### src/rtl/arith_pkg.sv
// Shared arithmetic-block definitions: the serial subtractor's FSM state encoding.
package arith_pkg;

   typedef enum logic [1:0] {
      IDLE  = 2'd0,
      SHIFT = 2'd1,
      DONE  = 2'd2
   } state_t;

endpackage

### src/rtl/fullsubtractor.sv
// One-bit full subtractor: difference and borrow-out for a - b - borrow_in.
module fullsubtractor (
   input  logic ain,
   input  logic bin,
   input  logic bin_in,
   output logic bout,
   output logic dout
);

   always_comb begin
      dout = ain ^ bin ^ bin_in;
      bout = (~ain & bin) | (~(ain ^ bin) & bin_in);
   end

endmodule

### src/rtl/serial_subtractor.sv
// Bit-serial subtractor: computes ain - bin LSB-first over WIDTH cycles,
// reporting the difference, the final borrow and signed overflow.
module serial_subtractor
   import arith_pkg::*;
#(
   parameter int unsigned WIDTH = 8
) (
   input  logic             clk,
   input  logic             rst_n,
   input  logic             start,
   input  logic [WIDTH-1:0] ain,
   input  logic [WIDTH-1:0] bin,
   output logic             busy,
   output logic             done,
   output logic [WIDTH-1:0] dout,
   output logic             bout,
   output logic             ovf
);

   localparam int unsigned   CW   = $clog2(WIDTH + 1);
   localparam logic [CW-1:0] LAST = CW'(WIDTH - 1);

   state_t           state;
   logic [CW-1:0]    cnt;
   logic [WIDTH-1:0] a_q;
   logic [WIDTH-1:0] b_q;
   logic [WIDTH-1:0] acc;
   logic             br;
   logic             d_bit;
   logic             br_nxt;

   fullsubtractor u_fs (
      .ain    (a_q[0]),
      .bin    (b_q[0]),
      .bin_in (br),
      .bout   (br_nxt),
      .dout   (d_bit)
   );

   // done is registered from the DONE state, so the pulse is seen the cycle
   // after DONE while the FSM is already back in IDLE (WIDTH+2 cycle period).
   always_ff @(posedge clk) begin
      if (!rst_n) begin
         state <= IDLE;
         cnt   <= '0;
         a_q   <= '0;
         b_q   <= '0;
         acc   <= '0;
         br    <= 1'b0;
         busy  <= 1'b0;
         done  <= 1'b0;
         dout  <= '0;
         bout  <= 1'b0;
         ovf   <= 1'b0;
      end else begin
         done <= 1'b0;
         case (state)
            IDLE: begin
               if (start) begin
                  a_q   <= ain;
                  b_q   <= bin;
                  cnt   <= '0;
                  br    <= 1'b0;
                  busy  <= 1'b1;
                  state <= SHIFT;
               end
            end
            SHIFT: begin
               a_q <= {1'b0, a_q[WIDTH-1:1]};
               b_q <= {1'b0, b_q[WIDTH-1:1]};
               acc <= {d_bit, acc[WIDTH-1:1]};
               br  <= br_nxt;
               cnt <= cnt + CW'(1);
               if (cnt == LAST) begin
                  // a_q[0]/b_q[0] hold the operand sign bits on the last step
                  dout  <= {d_bit, acc[WIDTH-1:1]};
                  bout  <= br_nxt;
                  ovf   <= (a_q[0] != b_q[0]) && (d_bit != a_q[0]);
                  busy  <= 1'b0;
                  state <= DONE;
               end
            end
            DONE: begin
               done  <= 1'b1;
               state <= IDLE;
            end
            default: state <= IDLE;
         endcase
      end
   end

endmodule

### config.mk
export PLATFORM = sky130hd
export DESIGN_NAME = serial_subtractor
export DESIGN_NICKNAME = d
export VERILOG_FILES = /design/src/rtl/arith_pkg.sv /design/src/rtl/fullsubtractor.sv /design/src/rtl/serial_subtractor.sv
export SDC_FILE = /design/constraint.sdc
export NUM_CORES = 1
export LEC_CHECK = 0
export CAP_MARGIN = 25
export CORE_MARGIN = 8
export CORE_UTILIZATION = 41
export DETAILED_ROUTE_END_ITERATION = 10
export GPL_TIMING_DRIVEN = 0
export PLACE_DENSITY = 0.75
export SLEW_MARGIN = 20
export SYNTH_ARGS = -nofsm -noshare
export SYNTH_HDL_FRONTEND = slang
export SYNTH_SLANG_ARGS = --single-unit
### constraint.sdc
create_clock -name clk -period 1.85 [get_ports clk]
set_input_delay 0.185 -clock clk [delete_from_list [all_inputs] [get_ports clk]]
set_output_delay 0.185 -clock clk [all_outputs]
set_load 0.02 [all_outputs]
## Word-level counts from Yosys, hierarchy flattened

Index checks and enable logic that the tools add are counted.
Widths: inputs -> output; s select.

- Flip-flop bits (word level): 43
- Bits of input ports: 19
- Output and inout port bits: 12

- Add/subtract/negate cells: 1
- Equality and inequality tests: 7
- Mux-type cells: 15
- Bitwise operators: 7
- Reduce and logical (&&, ||, !) cells: 7

Operators with widths:

| operator | count |
|---|---|
| $pmux 8 s2 | 2 |
| $mux 8 | 2 |
| $pmux 4 s2 | 1 |
| $reduce_and 2->1 | 3 |
| $add 4x1->4 const B | 1 |
| $eq 4x3->1 const B | 1 |
| $mux 1 | 4 |
| $mux 2 | 2 |
| $mux 4 | 1 |
| $ne 2x2->1 const B | 2 |
| $pmux 1 s2 | 2 |
| $pmux 2 s2 | 1 |
| $reduce_and 3->1 | 1 |
| $and 1x1->1 | 2 |
| $eq 2x1->1 const B | 1 |
| $eq 2x2->1 const B | 1 |
| $logic_not 2->1 | 1 |
| $ne 1x1->1 | 2 |
| $not 1->1 | 2 |
| $reduce_bool 2->1 | 1 |
| $xor 1x1->1 | 2 |
| $logic_and 1x1->1 | 1 |
| $or 1x1->1 | 1 |

## Depth between registers and ports, before layout

- Depth after elaboration: 5
- Depth in mapped cells: 6
- Gate-level depth less buffers: 5

## Modules after synthesis

A second synthesis with hierarchy kept.

- Cells, all modules: 194
- Area total of the unflattened synthesis: 1778.0 um^2

Modules (own cells, without submodules):

| module | times used | cells an instance | area each (um^2) |
|---|---|---|---|
| serial_subtractor | 1 | 190 | 1746.7 |
| fullsubtractor | 1 | 4 | 31.3 |

## Worst setup path after synthesis

No wires, ideal clock.

- Kind: register to register
- From: register a_q[0]
- To: register ovf
- Data arrival time: 1528 ps
- Data required time: 1780 ps
- Slack: 252 ps
- Stages on the path, launching flop included: 6
- Path buffers: 0
- Clock period less this slack: 1598 ps
- Cell sequence: dfxtp_1 inv_1 fa_1 xor2_1 or4_1 a21oi_1

- Longest elaborated chain between the ends: 4
- Elaborated cells on any way between the ends: 5

RTL lines:

| element | RTL line | source |
|---|---|---|
| from (decl) | serial_subtractor.sv:25 | `logic [WIDTH-1:0] a_q;` |
| from (signal assigned) | serial_subtractor.sv:60 | `a_q <= ain;` |
| from (signal assigned) | serial_subtractor.sv:69 | `a_q <= {1'b0, a_q[WIDTH-1:1]};` |
| $xor 1x1->1 (2 in a row) | fullsubtractor.sv:11 | `dout = ain ^ bin ^ bin_in;` |
| $ne 1x1->1 | serial_subtractor.sv:78 | `ovf <= (a_q[0] != b_q[0]) && (d_bit != a_q[0]);` |
| $logic_and 1x1->1 * | serial_subtractor.sv:78 |  |
| to (signal assigned) | serial_subtractor.sv:78 |  |
| to (decl) | serial_subtractor.sv:17 | `output logic ovf` |

Every way passes the cells marked *; elsewhere a longest branch is shown, timed or not.
A chain may end at the register's enable or synchronous reset.

## Worst setup path in the final report

Ends and elaborated chain as after synthesis.

==> run metrics <==
Post-synth top cells=dfxtp_1 (42), a21oi_1 (30), o21ai_0 (24), nor2_1 (17), nand2_1 (14); Slew Limit Fails=0; Post-CTS Setup Inserts=0; setup ws final=around 0.088 ns; CTS Buffer Depth=2; CTS tree=built; vias=~1.6k; IO buf count=30; first-pass GRT wire length=~6.9 mm; post-synthesis net count=approximately 230; final hold violation count=0; top cell type's share of synthesized area=0.481; RSZ-0062 raised after global routing=no; dpl cell area=2110 sq um; CP startpoint=a_q[0]$_SDFFE_PN0P_; vias in the first global route=~1.4k; Hold Path Class=flip-flop to flip-flop; Critical Path Fanout Max=3; Vias/cell=between 5 and 6; antenna diode count=0; Slowest Stage Delay on Critical Path=0.51 ns; R2R setup slack=0.09 ns; grt total ovfl=0; Fill cells=374; Setup crit end=ovf$_SDFFE_PN0P_; worst skew pair latency=0.29 ns; DIE HEIGHT=81.3 microns; Syn Area/Cell=about 8.6 sq um; Max-cap violations=0; clk sinks=42; Reg2Reg Capture Point=ovf$_SDFFE_PN0P_; initial antenna violation count=0; Worst Reg-to-Reg Cells=5; Worst-path clk slew=roughly 0.080 ns; leakage power total=around 0.00077 uW; synthesized area=between 1500 and 2000 sq um; pre-CTS WS=0.156 ns; Tcrit/Tclk final=0.953; Most used DFF post-synth=dfxtp_1; CP Capture Type=flip-flop; Starting Density=0.431; # rows=23; Synth area leaders=dfxtp_1 (48%), a21oi_1 (8.6%), o21ai_0 (6.9%); Final #Nets=between 200 and 300; all-layer global routing usage=0.132; setup TNS=0 ns; Worst Skew=~0.0035 ns; Initial DRC Count=roughly 100; hold-fix buffers at CTS=0; worst relative slew slack=0.672; Yosys Warn Count=0; io pins=31; H-tree Lvls=2; critical path class=flip-flop to flip-flop; Layout area overhead=27.0%; DIE WIDTH=81.3 microns; Avg WL per Cell=approximately 14 microns; reg-to-reg critical path startpoint=a_q[0]$_SDFFE_PN0P_; core box area=slightly above 4000 sq um; Worst Path Required=about 2.1 ns; distinct cell type count after synthesis=33; f_max=about 570 MHz; drt first pass iters=4; worst-path cell with the longest stage delay=fa_1; Placer Congestion=around 0.8; Seq/Total Area, Yosys=0.481; Syn Inst Count=a little over 200; PostCTS Resize Cnt=0; clk root buf=clkbuf_8; drt drc=0; nature of the critical path startpoint=flip-flop; Final Instance Area=roughly 2200 sq um; share of cells above drive strength 1=0.0581; CTS Buf Count=5; die area=approximately 6600 sq um; Slew @ Worst Pin=slightly below 0.5 ns; most instantiated library cell after synthesis=dfxtp_1; Min Clock Period, post-route=about 1.8 ns; EDFF count, synth=0; Yosys reg bits=42; HPWL after DPL=2.92 mm; largest net degree at the start of global routing=14; power per standard cell area=around 850 nW/um^2; Critical Path AT=around 2 ns; Setup Viol. Count Final=0; largest area contributor in the netlist=dfxtp_1; Async SR Flop Fraction=0; worst vdd ir=0.318 mV; Post-DRT Antenna Nets=0; crit-path cells=inv_1 -> fa_1 -> xor2_1 -> or4_1 -> a21oi_1; status=completed; final WL=4.22 mm
## layout make-up
| class | count | area, sq um | share of cell area |
|---|---|---|---|
| clock inverters | 3 | 40.0 | 0.0180 |
| clock buffers | 5 | 68.8 | 0.0310 |
| inverters | 5 | 18.8 | 0.00845 |
| repair buffers | 30 | 300 | 0.135 |
| plain buffers | 16 | 77.6 | 0.0349 |
| well taps | 50 | 62.6 | 0.0282 |
| multi-input cells | 140 | 812 | 0.366 |
| flip-flops and latches | 42 | 841 | 0.379 |
## worst max-delay path: cells and delay by family, from the launching register on
| family | cells | cell delay, ns |
|---|---|---|
| adders and majority gates | 1 | 0.51 |
| and+or+nand+nor | 1 | 0.41 |
| xor gates and xnor gates | 1 | 0.17 |
| DFF | 1 | 0.35 |
| AOI/OAI and AO/OA | 1 | 0.16 |
| buffers and inverters | 1 | 0.09 |
## sequential cells by signal (all words and copies together), names as in the netlist, 2 cells and up
register	cells
a_q	8
acc	7
b_q	8
cnt	4
dout	8
state	2
## logic make-up (layout without fill, tap and decap cells)
group           count (synthesis)  count (layout)  synth area share
compound gates                 82              82             0.285
simple gates                   54              54             0.149
flops                          42              42             0.481
buf+inv                        21              59            0.0551
fa+ha+maj                       3               3            0.0257
xor+xnor                        1               1           0.00501
## how the worst min path moves through the flow
stage	from	endpoint	slack (ns)	cells after the start
final	acc[1]$_SDFFE_PN0P_	dout[0]$_SDFFE_PN0P_	0.46	2
after global placement	acc[1]$_SDFFE_PN0P_	acc[1]$_SDFFE_PN0P_	0.44	2
after detailed placement	acc[1]$_SDFFE_PN0P_	dout[0]$_SDFFE_PN0P_	0.46	2
after floorplan	rst_n	b_q[0]$_SDFFE_PN0P_	0.32	2
after CTS	acc[1]$_SDFFE_PN0P_	dout[0]$_SDFFE_PN0P_	0.47	2
after global routing	acc[1]$_SDFFE_PN0P_	acc[1]$_SDFFE_PN0P_	0.50	2
## where the power goes
part	internal, uW	switching [uW]
Sequential	944	25.9
Clock	397	310
Combinational	101	116
Total	1440	452
## routing by layer
layer / wire (microns) / global-route usage / part of all wire
met1: 2010 / 0.168 / 0.48
met2: 1880 / 0.204 / 0.44
met3: 265 / 0.0364 / 0.063
met4: 72 / 0.0589 / 0.017
met5: 0 / 0 / 0
## placed cells by master, fill, tap and decap left out, drive strengths merged, types with 4 or more instances in the layout
| cell | instances |
|---|---|
| nand3 | 10 |
| nor2 | 17 |
| nand2 | 14 |
| buf | 4 |
| a211oi | 4 |
| o2bb2ai | 10 |
| inv | 4 |
| o21ai | 24 |
| dfxtp | 42 |
| clkbuf | 17 |
| a21oi | 30 |
| clkdlybuf4s50 | 30 |
| o22ai | 4 |
## per-stage QoR
stage | util | instances | hold WS, ns | total power (uW)
finish | 0.547 | 291 | 0.463 | 1890
global route | 0.547 | 291 | 0.495 | 1990
CTS | 0.547 | 291 | 0.470 | 1910
detailed placement | 0.521 | 283 | 0.458 | 1200
global placement | 0.521 | 283 | 0.445 | 1200
floorplan | - | 203 | 0.323 | 1120
Note: power is estimated with default switching activity, not from simulation.
